[config.mk]
export PLATFORM = sky130hd
export DESIGN_NAME = uop_issue_sched
export DESIGN_NICKNAME = d
export VERILOG_FILES = /design/src/rtl/uop_sched_pkg.sv /design/src/rtl/uop_age_matrix.sv /design/src/rtl/uop_issue_sched.sv
export SDC_FILE = /design/constraint.sdc
export NUM_CORES = 1
export LEC_CHECK = 0
export CORE_ASPECT_RATIO = 2
export CORE_MARGIN = 2
export CORE_UTILIZATION = 46
export CTS_CLUSTER_DIAMETER = 150
export DETAILED_ROUTE_END_ITERATION = 8
export PLACE_DENSITY = 0.72
export REMOVE_ABC_BUFFERS = 1
export SLEW_MARGIN = 25
export SYNTH_ARGS = -nofsm -noshare
export SYNTH_HDL_FRONTEND = slang
export SYNTH_SLANG_ARGS = --single-unit
[constraint.sdc]
create_clock -name clk -period 5.5 [get_ports clk]
set_input_delay 1.375 -clock clk [delete_from_list [all_inputs] [get_ports clk]]
set_output_delay 1.375 -clock clk [all_outputs]
set_load 0.05 [all_outputs]
[src/rtl/uop_sched_pkg.sv]
// rtl/uop_sched_pkg.sv - shared entry type, default sizes and width helpers for the uop scheduler
package uop_sched_pkg;

  localparam int DEF_DEPTH = 8;
  localparam int DEF_UOP_W = 32;
  localparam int DEF_TAG_W = 6;

  function automatic int idx_w(input int depth);
    return (depth > 1) ? $clog2(depth) : 1;
  endfunction

  function automatic int cnt_w(input int depth);
    return $clog2(depth + 1);
  endfunction

  // Entry field widths follow the default UOP_W/TAG_W constants.
  typedef struct packed {
    logic                 valid;
    logic [DEF_UOP_W-1:0] uop;
    logic [DEF_TAG_W-1:0] dst_tag;
    logic [DEF_TAG_W-1:0] src1_tag;
    logic                 src1_rdy;
    logic [DEF_TAG_W-1:0] src2_tag;
    logic                 src2_rdy;
  } sched_entry_t;

endpackage

[src/rtl/uop_age_matrix.sv]
// rtl/uop_age_matrix.sv - older-than bit matrix picking the oldest requesting entry
module uop_age_matrix
  import uop_sched_pkg::*;
#(
  parameter int DEPTH = DEF_DEPTH
) (
  input  logic             clk,
  input  logic             reset,
  input  logic             clear_i,
  input  logic [DEPTH-1:0] alloc_i,
  input  logic [DEPTH-1:0] free_i,
  input  logic [DEPTH-1:0] req_i,
  output logic [DEPTH-1:0] grant_o
);

  // older_q[i][j] set means entry i was allocated before entry j.
  logic [DEPTH-1:0] older_q [DEPTH];
  logic [DEPTH-1:0] older_d [DEPTH];

  always_comb begin
    for (int i = 0; i < DEPTH; i++) begin
      older_d[i] = older_q[i];
    end
    for (int k = 0; k < DEPTH; k++) begin
      if (free_i[k]) begin
        older_d[k] = '0;
      end
    end
    for (int k = 0; k < DEPTH; k++) begin
      if (alloc_i[k]) begin
        for (int i = 0; i < DEPTH; i++) begin
          older_d[i][k] = (i != k);
        end
        older_d[k] = '0;
      end
    end
  end

  always_comb begin
    for (int i = 0; i < DEPTH; i++) begin
      grant_o[i] = req_i[i];
      for (int j = 0; j < DEPTH; j++) begin
        if (j != i && req_i[j] && older_q[j][i]) begin
          grant_o[i] = 1'b0;
        end
      end
    end
  end

  always_ff @(posedge clk) begin
    for (int i = 0; i < DEPTH; i++) begin
      if (reset || clear_i) begin
        older_q[i] <= '0;
      end else begin
        older_q[i] <= older_d[i];
      end
    end
  end

endmodule

[src/rtl/uop_issue_sched.sv]
// rtl/uop_issue_sched.sv - age-ordered issue scheduler with tag wakeup and registered output
// Optional: define UOP_ISSUE_SCHED_SELF_WAKEUP_EN to broadcast the issued dst tag as a wakeup.
module uop_issue_sched
  import uop_sched_pkg::*;
#(
  parameter int DEPTH = DEF_DEPTH,
  parameter int UOP_W = DEF_UOP_W,
  parameter int TAG_W = DEF_TAG_W,
  localparam int CNT_W = cnt_w(DEPTH)
) (
  input  logic             clk,
  input  logic             reset,
  input  logic             clear,
  input  logic             enabled,
  input  logic             in_valid,
  output logic             in_ready,
  input  logic [UOP_W-1:0] in_uop,
  input  logic [TAG_W-1:0] in_dst_tag,
  input  logic [TAG_W-1:0] in_src1_tag,
  input  logic             in_src1_rdy,
  input  logic [TAG_W-1:0] in_src2_tag,
  input  logic             in_src2_rdy,
  input  logic             wakeup_valid,
  input  logic [TAG_W-1:0] wakeup_tag,
  output logic             out_valid,
  output logic [UOP_W-1:0] out_uop,
  output logic [TAG_W-1:0] out_dst_tag,
  input  logic             next_stalled,
  output logic [CNT_W-1:0] count
);

  sched_entry_t     ent_q [DEPTH];
  sched_entry_t     ent_d [DEPTH];
  logic [DEPTH-1:0] cand, grant, alloc_oh, free_oh;
  logic [CNT_W-1:0] count_q, count_d;
  logic             out_valid_q, out_valid_d;
  logic [UOP_W-1:0] out_uop_q, out_uop_d;
  logic [TAG_W-1:0] out_dst_q, out_dst_d;
  logic             alloc, fire, out_free;
  logic [UOP_W-1:0] gnt_uop;
  logic [TAG_W-1:0] gnt_dst;
  logic             wk2_valid;
  logic [TAG_W-1:0] wk2_tag;

  assign in_ready = !reset && enabled && !clear && (count_q < CNT_W'(DEPTH));
  assign alloc    = in_valid && in_ready;
  assign out_free = !out_valid_q || !next_stalled;
  assign fire     = enabled && !clear && out_free && (|grant);
  assign free_oh  = grant & {DEPTH{fire}};

  // Descending scan so the lowest free index wins.
  always_comb begin
    alloc_oh = '0;
    for (int i = DEPTH - 1; i >= 0; i--) begin
      if (!ent_q[i].valid) begin
        alloc_oh    = '0;
        alloc_oh[i] = alloc;
      end
    end
  end

  always_comb begin
    for (int i = 0; i < DEPTH; i++) begin
      cand[i] = ent_q[i].valid && ent_q[i].src1_rdy && ent_q[i].src2_rdy;
    end
  end

  uop_age_matrix #(.DEPTH(DEPTH)) u_age (
    .clk     (clk),
    .reset   (reset),
    .clear_i (clear),
    .alloc_i (alloc_oh),
    .free_i  (free_oh),
    .req_i   (cand),
    .grant_o (grant)
  );

  always_comb begin
    gnt_uop = '0;
    gnt_dst = '0;
    for (int i = 0; i < DEPTH; i++) begin
      if (grant[i]) begin
        gnt_uop |= ent_q[i].uop;
        gnt_dst |= ent_q[i].dst_tag;
      end
    end
  end

`ifdef UOP_ISSUE_SCHED_SELF_WAKEUP_EN
  assign wk2_valid = fire;
  assign wk2_tag   = gnt_dst;
`else
  assign wk2_valid = 1'b0;
  assign wk2_tag   = '0;
`endif

  always_comb begin
    for (int i = 0; i < DEPTH; i++) begin
      ent_d[i] = ent_q[i];
      if ((wakeup_valid && wakeup_tag == ent_q[i].src1_tag) ||
          (wk2_valid && wk2_tag == ent_q[i].src1_tag)) begin
        ent_d[i].src1_rdy = 1'b1;
      end
      if ((wakeup_valid && wakeup_tag == ent_q[i].src2_tag) ||
          (wk2_valid && wk2_tag == ent_q[i].src2_tag)) begin
        ent_d[i].src2_rdy = 1'b1;
      end
      if (free_oh[i]) begin
        ent_d[i].valid = 1'b0;
      end
      if (alloc_oh[i]) begin
        ent_d[i].valid    = 1'b1;
        ent_d[i].uop      = in_uop;
        ent_d[i].dst_tag  = in_dst_tag;
        ent_d[i].src1_tag = in_src1_tag;
        ent_d[i].src2_tag = in_src2_tag;
        ent_d[i].src1_rdy = in_src1_rdy || (wakeup_valid && wakeup_tag == in_src1_tag) ||
                            (wk2_valid && wk2_tag == in_src1_tag);
        ent_d[i].src2_rdy = in_src2_rdy || (wakeup_valid && wakeup_tag == in_src2_tag) ||
                            (wk2_valid && wk2_tag == in_src2_tag);
      end
      if (clear) begin
        ent_d[i].valid = 1'b0;
      end
    end
  end

  always_comb begin
    out_valid_d = out_valid_q;
    out_uop_d   = out_uop_q;
    out_dst_d   = out_dst_q;
    count_d     = count_q + CNT_W'(alloc) - CNT_W'(fire);
    if (clear) begin
      out_valid_d = 1'b0;
      count_d     = '0;
    end else if (fire) begin
      out_valid_d = 1'b1;
      out_uop_d   = gnt_uop;
      out_dst_d   = gnt_dst;
    end else if (enabled && out_free) begin
      out_valid_d = 1'b0;
    end
  end

  always_ff @(posedge clk) begin
    if (reset) begin
      for (int i = 0; i < DEPTH; i++) begin
        ent_q[i] <= '0;
      end
      out_valid_q <= 1'b0;
      out_uop_q   <= '0;
      out_dst_q   <= '0;
      count_q     <= '0;
    end else begin
      for (int i = 0; i < DEPTH; i++) begin
        ent_q[i] <= ent_d[i];
      end
      out_valid_q <= out_valid_d;
      out_uop_q   <= out_uop_d;
      out_dst_q   <= out_dst_d;
      count_q     <= count_d;
    end
  end

  assign out_valid   = out_valid_q;
  assign out_uop     = out_uop_q;
  assign out_dst_tag = out_dst_q;
  assign count       = count_q;

endmodule

# == Word-level counts from Yosys, hierarchy flattened ==
# Memory sizes are Yosys's and may differ from the RTL's.
# Index checks and enable logic that the tools add are counted.
# op_classes
n_addsub,2
mul,0
div_mod_pow,0
order_cmp,1
eq_ne,18
n_shift,0
mux,216
bitwise,32
n_reduce_logical,110
# op_table
op,count
53-bit 2-to-1 mux,16
32-bit 2-to-1 mux,8
8-bit 2-to-1 mux,32
32-bit bitwise OR,7
1-bit 2-to-1 mux,152
6-bit == test,18
1-bit logical AND,98
6-bit 2-to-1 mux,8
6-bit bitwise OR,7
1-bit bitwise OR,16
8-bit AND,1
8-bit OR reduction,1
4-bit by 1-bit adder with 4-bit output,1
1-bit logical NOT,4
1-bit logical OR,4
4-bit < comparator (second input constant),1
4-bit by 1-bit subtractor with 4-bit output,1
2-bit AND reduction,1
2-bit nonzero test,1
2-bit OR reduction,1
1-bit NOT,1
# word_totals
ff_bits,43
latch_bits,0
ram_bits,488
rom_bits,0
input_bits,65
output_inout_bits,44
elab_cells,385
n_memories,2
# memory_table
memory,depth,width,read_ports,rd_ports_with_merged_regs,write_ports,line,source
ent_q,8,53,8,0,8,uop_issue_sched.sv:32,sched_entry_t ent_q [DEPTH];
u_age.older_q,8,8,8,0,8,uop_age_matrix.sv:17,logic [DEPTH-1:0] older_q [DEPTH];

# == Logic depth before layout (Yosys ltp) ==
# Gate-level depths: netlist (run 1).
# An unclocked memory read counts as a cell.
# logic_depth
word_depth,26
ltp_mapped,14
depth_no_buf,12

# == Hierarchy ==
# Synthesis (run 1) repeated with hierarchy kept, for this count alone.
# unflattened
hier_cells,2607
hier_area_um2,21426.8
# modules_own_cells
mod,instances,cells_per_inst,area_per_inst_um2,seq_area_each_um2
uop_issue_sched,1,2359,19188.4,9349.0
uop_age_matrix,1,248,2238.4,1121.1

# == Worst setup path before layout (run 1) ==
# OpenSTA, ideal clock, no wires.
# synth_timing
kind,in2out
start,in reset
end,out in_ready
arrival_time_ns,3.329
t_required_ns,4.125
path_slack_ns,0.796
path_stages,5
path_buffers,3
cell_sequence,clkbuf_1 or2_2 clkbuf_1 clkbuf_1 nor3b_1
# synth_between
elab_chain_cells,4
# synth_rtl
item,line,source
"start, declared",uop_issue_sched.sv:12,"input logic reset,"
1-bit logical NOT,uop_issue_sched.sv:45,assign in_ready = !reset && enabled && !clear && (count_q < CNT_W'(DEPTH));
1-bit logical AND (3 in a row),uop_issue_sched.sv:45,
"end, declared",uop_issue_sched.sv:16,"output logic in_ready,"
# No other way between the ends.

# == Worst setup path after layout (run 1) ==
# layout_timing
start,in clear
end,out in_ready
# layout_between
elab_chain_cells,3
# layout_rtl
item,line,source
"start, declared",uop_issue_sched.sv:13,"input logic clear,"
1-bit logical NOT,uop_issue_sched.sv:45,
1-bit logical AND (2 in a row),uop_issue_sched.sv:45,
# No other way between the ends.

==> results of run 1 <==
==> layer usage <==
metal | part of all wire | vias to the layer above | wire, µm
met5 | 0 | - | 0
li1 | - | 9248 | -
met4 | 0.084 | 0 | 5962
met3 | 0.074 | 334 | 5247
met2 | 0.49 | 1005 | 35020
met1 | 0.35 | 9430 | 24610
==> cell families (layout without fill, tap and decap cells) <==
kind of cell / Yosys count / count (layout) / share of synthesized area
and+or+nand+nor: 1102 / 1102 / 0.2163
buffers and inverters: 293 / 259 / 0.05718
AOI/OAI and AO/OA: 724 / 724 / 0.1988
adders and majority gates: 5 / 5 / 0.003212
DFF: 523 / 523 / 0.4799
xor gates and xnor gates: 111 / 111 / 0.04456
other: 0 / 3 / 0
==> final timing paths <==
path | from | endpoint | slack (ns) | cells after the start
setup / recovery | clear | in_ready | 0.90 | 4
hold / removal | u_age.older_q[0][15]$_SDFF_PP0_ | u_age.older_q[0][15]$_SDFF_PP0_ | 0.44 | 2
setup reg to reg | ent_q[0][60]$_SDFF_PP0_ | count[2]$_SDFF_PP0_ | 1.86 | 13
hold reg to reg | u_age.older_q[0][15]$_SDFF_PP0_ | u_age.older_q[0][15]$_SDFF_PP0_ | 0.44 | 2
==> sequential cells by signal (all words and copies together), names as in the netlist <==
signal,flops
ent_q,424
u_age.older_q,56
out_uop,32
out_dst_tag,6
count,4
out_valid,1
==> layout make-up <==
cell class / instances / area [µm²] / area share
Antenna cell: 3 / 7.507 / 0.0003044
Timing Repair Buffer: 162 / 1565 / 0.06347
Inverter: 15 / 57.56 / 0.002334
Tap cell: 627 / 784.5 / 0.03181
Clock inverter: 18 / 210.2 / 0.008524
Multi-Input combinational cell: 1942 / 10200 / 0.4134
Clock buffer: 64 / 1370 / 0.05556
Sequential cell: 523 / 10470 / 0.4246
==> power by group through the flow <==
stage / Combinational, mW / Sequential [mW] / Clock (mW)
floorplan: 0.0959 / 3.97 / 0
global placement: 0.386 / 3.92 / 0
detailed placement: 0.391 / 3.92 / 0
CTS: 0.393 / 3.83 / 3.42
global route: 0.419 / 3.83 / 3.56
finish: 0.396 / 3.83 / 3.39
==> cell usage in the layout (no fill, tap or decap), types with 3 or more instances in the layout <==
cell and n:
nor4_1 18, xnor2_1 55, nand4_1 44, a2111oi_4 3, ha_1 4, o21ai_0 18, xor2_1 56, diode_2 3
a211oi_1 20, a22oi_1 152, and3_1 44, or2_2 3, nor3_2 6, clkdlybuf4s50_1 106, a41oi_1 38, a21oi_1 447
o21ai_1 21, inv_1 14, nor2_1 42, clkbuf_8 13, nand2_1 853, and4_1 38, buf_12 6, nor4_2 3
clkinv_2 11, clkbuf_1 4, dfxtp_1 523, buf_4 47, clkbuf_16 47, o2111ai_1 6, nor3b_2 3, bufinv_16 4
a22o_1 11, nor3_1 25, nand3_1 8
==> critical path: cells and delay by family <==
| kind | cells | cell delay (ns) |
|---|---|---|
| buffers and inverters | 2 | 1.29 |
| and+or+nand+nor | 2 | 0.55 |
==> through the flow <==
stage | utilization | area (µm²) | instances
global route | 0.5268 | 24660 | 3353
floorplan | - | 20620 | 2480
CTS | 0.5266 | 24650 | 3351
finish | 0.5269 | 24660 | 3354
detailed placement | 0.4929 | 23070 | 3269
global placement | 0.4930 | 23070 | 3269
==> summary.txt, run 1 <==
Global routing
  • Met1 layer usage reported by global route: 0.3117
  • Vias in the first global route: 20050
  • First-pass GRT wire length: 109300 µm
  • Largest net degree at the start of global routing: 179
  • GRT busiest layer: met2
  • Gr usage total: 0.2833
  • Met2 Use GR: 0.4849
  • Initial antenna violation count: 3
  • Gr ovfl total: 0
  • Routing usage on met3: 0.03799

Timing
  • Worst-margin pin slew: 1.124 ns
  • Worst setup margin: 0.9032 ns
  • Worst Skew: 0.01158 ns
  • Final Hold Viols: 0
  • RSZ-0062 raised after global routing: no
  • Endpoints failing setup: 0
  • Max Transition Viols Final: 0
  • Fin crit share: 0.8358
  • Setup TNS: 0 ns
  • Worst hold slack: 0.4405 ns
  • Max Fclk: 217.5 MHz
  • Fin crit period: 4.597 ns
  • Worst rel slew slack: 0.2509

Clock tree
  • Num CTS Buffers: 45
  • Cts hold-fix bufs: 0
  • Clock Tree Buf Depth: 3
  • Clock tree from TritonCTS: done
  • H-tree depth: 2
  • Worst-path clk slew: 0.06 ns
  • Sink Count: 523
  • Post-CTS Setup Bufs: 0
  • Clk Latency, worst-skew pair: 0.58 ns
  • Clock Root Buffer: clkbuf_16
  • Post-cts resize count: 0

Floorplanning
  • I/O pins: 109
  • Core Region: 0.04680 mm²
  • Site Rows: 112
  • Initial Util: 0.4661
  • Die H: 312.0 µm
  • Die area: 0.04929 mm²
  • Die span in x: 158.0 µm

Critical path
  • Most frequent CP cell: clkdlybuf4s50_1
  • Crit path max fanout: 3
  • Worst path max stage delay: 0.85 ns
  • Required @ worst endpoint: 4.12 ns
  • WP data arrival: 3.22 ns
  • Crit-path cells: clkdlybuf4s50_1 -> or2_2 -> nor3b_1 -> clkdlybuf4s50_1
  • Kind of critical path: primary input to output port
  • CP Capture Type: output port
  • Crit path max-delay cell type: clkdlybuf4s50_1
  • Startpoint types: primary input

Yosys
  • Yosys cell types: 46
  • Top-count cell post-synth: nand2_1
  • Syn Std Cell Area: 0.02182 mm²
  • Sequential area share after synthesis: 0.4799
  • Top cells by area, synth: dfxtp_1, nand2_1, a21oi_1
  • Commonest cells post-synth: nand2_1, dfxtp_1, a21oi_1
  • Post-synthesis area per instance: 7.910 µm²
  • Share of the synthesized area in the top cell type: 0.4799
  • #FFs+latches synth: 523
  • Synth warn: 0
  • Post-synth EDFFs: 0
  • Ys flop type: dfxtp_1
  • Cell count after synthesis: 2758
  • Top cell type by total area after synthesis: dfxtp_1
  • Fraction of registers with async set/reset: 0

Detailed routing
  • Vias: 20020
  • Detailed Routing Iterations Pass 1: 7
  • Iter 0 DRT Violations: 1606
  • Per-cell routed wire length: 21.12 µm
  • Post-route ant nets: 0
  • DR vias/cell: 5.968
  • DRT Wirelength: 70840 µm
  • Drt drc: 0

Power and ir drop
  • Int Power: 5.868 mW
  • Comb pwr share: 0.052
  • Pwr dens: 308.8 mW/mm²
  • Clock share of power: 0.445
  • Pleak: 7.868 nW
  • Reg power frac: 0.503
  • Net switching share of the total power: 0.2294
  • Worst vdd ir: 190.5 µV
  • Overall power: 7.615 mW
  • Switching pwr: 1.747 mW

Place
  • GP Congestion: 0.9610
  • Worst slack at placement: 0.9199 ns
  • Count of input and output buffers: 108
  • HPWL Detailed: 41730 µm

Layout
  • Synth-to-Final Area Change: 13.04%
  • Fraction of layout instances using a drive strength above 1: 0.05947
  • # nets final: 2759
  • Filler cells: 4395

Status
  • Status: completed

Run
  • Max-cap viol count: 0

Worst hold path
  • Worst hold path class: flip-flop to flip-flop
Power figures use the tool's default switching activity.
==> inputs of run 2 (changes only) <==
==> constraint.sdc (replaced) <==
create_clock -name clk -period 4.3 [get_ports clk]
set_input_delay 1.075 -clock clk [delete_from_list [all_inputs] [get_ports clk]]
set_output_delay 1.075 -clock clk [all_outputs]
set_load 0.05 [all_outputs]
==> run 2 against run 1 <==
Utilization increased by 0.13 points. Global-route usage about the same. Non-clock buffer count increased by 9. Critical path depth rose by 4. Largest power group unchanged.
==> summary.txt, run 2 (synthesis results as in run 1) <==
Floorplanning
  • Die area: 0.04929 mm²
  • Core Region: 0.04680 mm²
  • Die span in x: 158.0 µm
  • Die H: 312.0 µm
  • Site Rows: 112
  • Initial Util: 0.4661
  • I/O pins: 109

Detailed routing
  • Iter 0 DRT Violations: 1767
  • Detailed Routing Iterations Pass 1: 6
  • DR vias/cell: 5.917
  • Drt drc: 0
  • Per-cell routed wire length: 21.03 µm
  • Vias: 19890
  • Post-route ant nets: 0
  • DRT Wirelength: 70670 µm

Layout
  • # nets final: 2768
  • Synth-to-Final Area Change: 13.32%
  • Final core utilization: 0.5282
  • Fraction of layout instances using a drive strength above 1: 0.05893
  • Largest Register: ent_q
  • Most frequent cells in the layout: nand2_1, dfxtp_1, a21oi_1
  • Filler cells: 4415
  • Max FFs per register: 424
  • Leading cell type in the layout, fill and taps excluded: nand2_1
  • Post-layout instance count excluding filler cells: 3361
  • Design Area, Final: 0.02472 mm²

Clock tree
  • Clk Latency, worst-skew pair: 0.57 ns
  • H-tree depth: 2
  • Post-CTS Setup Bufs: 0
  • Clock tree from TritonCTS: done
  • Worst-path clk slew: 0.07 ns
  • Num CTS Buffers: 45
  • Clock Tree Buf Depth: 3
  • Sink Count: 523
  • Post-cts resize count: 0
  • Cts hold-fix bufs: 0
  • Clock Root Buffer: clkbuf_16

Global routing
  • Largest net degree at the start of global routing: 202
  • Gr usage total: 0.2830
  • First-pass GRT wire length: 109300 µm
  • Gr ovfl total: 0
  • Initial antenna violation count: 1
  • Vias in the first global route: 19740

Critical path
  • R2r startpoint: ent_q[1][52]$_SDFFE_PP0P_
  • R2R cell count: 8
  • Crit path max fanout: 40
  • Critical path capture point: out_uop[2]$_SDFFE_PP0P_
  • Required @ worst endpoint: 4.73 ns
  • Worst setup startpoint: ent_q[1][52]$_SDFFE_PP0P_
  • Startpoint types: flip-flop
  • CP Capture Type: flip-flop
  • WP data arrival: 3.96 ns
  • Reg2reg setup slack: 0.76 ns
  • Kind of critical path: flip-flop to flip-flop
  • R2R Path End: out_uop[2]$_SDFFE_PP0P_

Power and ir drop
  • Worst vdd ir: 230.6 µV
  • Pwr dens: 387.0 mW/mm²
  • Pleak: 7.891 nW

Timing
  • Worst Skew: 0.01652 ns
  • Worst-margin pin slew: 1.058 ns
  • Fin crit share: 0.8224
  • Worst rel slew slack: 0.2944
  • RSZ-0062 raised after global routing: no
  • Worst setup margin: 0.7638 ns
  • Max Transition Viols Final: 0
  • Final Hold Viols: 0
  • Worst hold slack: 0.4483 ns
  • Fin crit period: 3.536 ns
  • Max Fclk: 282.8 MHz
  • Endpoints failing setup: 0

Place
  • Count of input and output buffers: 108
  • Placed Area: 0.02323 mm²
  • Worst slack at placement: 0.5776 ns
  • Number of cells after detailed placement: 3278
  • GP Congestion: 0.9481
  • HPWL Detailed: 41970 µm

Worst hold path
  • Worst hold path class: flip-flop to flip-flop

Run
  • Max-cap viol count: 0

Status
  • Status: completed
run 2: cell types whose count changed in the layout (fill, tap and decap cells not counted), sizes merged:
| cell | before | now |
|---|---|---|
| clkinv | 12 | 7 |
| clkbuf | 64 | 68 |
| buf | 56 | 65 |
| bufinv | 4 | 3 |
| diode | 3 | 2 |
| inv | 15 | 17 |
| clkinvlp | 2 | 1 |
run 2: cell type report:
type	count	area, µm²	share of cell area
Antenna cell	2	5.005	0.0002024
Clock buffer	68	1335	0.05400
Clock inverter	13	152.6	0.006175
Inverter	15	58.81	0.002379
Multi-Input combinational cell	1942	10200	0.4124
Sequential cell	523	10470	0.4235
Tap cell	627	784.5	0.03173
Timing Repair Buffer	171	1719	0.06954
run 2: how the worst min path moves through the flow:
stage | startpoint | endpoint | slack (ns) | cells after the start
floorplan | u_age.older_q[0][20]$_SDFF_PP0_ | u_age.older_q[0][20]$_SDFF_PP0_ | 0.42 | 2
global placement | u_age.older_q[0][7]$_SDFF_PP0_ | u_age.older_q[0][7]$_SDFF_PP0_ | 0.43 | 2
global route | u_age.older_q[0][4]$_SDFF_PP0_ | u_age.older_q[0][4]$_SDFF_PP0_ | 0.46 | 2
detailed placement | u_age.older_q[0][22]$_SDFF_PP0_ | u_age.older_q[0][22]$_SDFF_PP0_ | 0.44 | 2
CTS | u_age.older_q[0][22]$_SDFF_PP0_ | u_age.older_q[0][22]$_SDFF_PP0_ | 0.45 | 2
finish | u_age.older_q[0][22]$_SDFF_PP0_ | u_age.older_q[0][22]$_SDFF_PP0_ | 0.45 | 2
run 2: through the flow:
step | power, mW | setup TNS, ns
finish | 9.566 | 0
global route | 9.848 | 0
CTS | 9.615 | 0
detailed placement | 5.517 | 0
global placement | 5.507 | 0
floorplan | 5.195 | -447.58
run 2: metal layers:
metal	vias to the layer above	track usage	share of wire
met2	918	0.4977	0.50
met1	9427	0.3122	0.35
met4	0	0.1857	0.072
li1	9251	-	-
met3	292	0.04063	0.073
met5	-	0	0
run 2: critical path, stage by stage, from the launching register on:
cell and delay [ns]:
dfxtp_1 0.61, nand3_1 0.31, o2111ai_1 0.35, nor3_2 0.10
nor4_2 0.57, buf_4 0.55, a211o_1 0.21, buf_4 0.42
o21ai_0 0.18
run 2: where the power goes:
group	internal [mW]	switching (mW)	leakage [nW]
logic	0.169	0.342	2.94
clock network	2.33	1.82	0.733
registers	4.87	0.0244	4.22
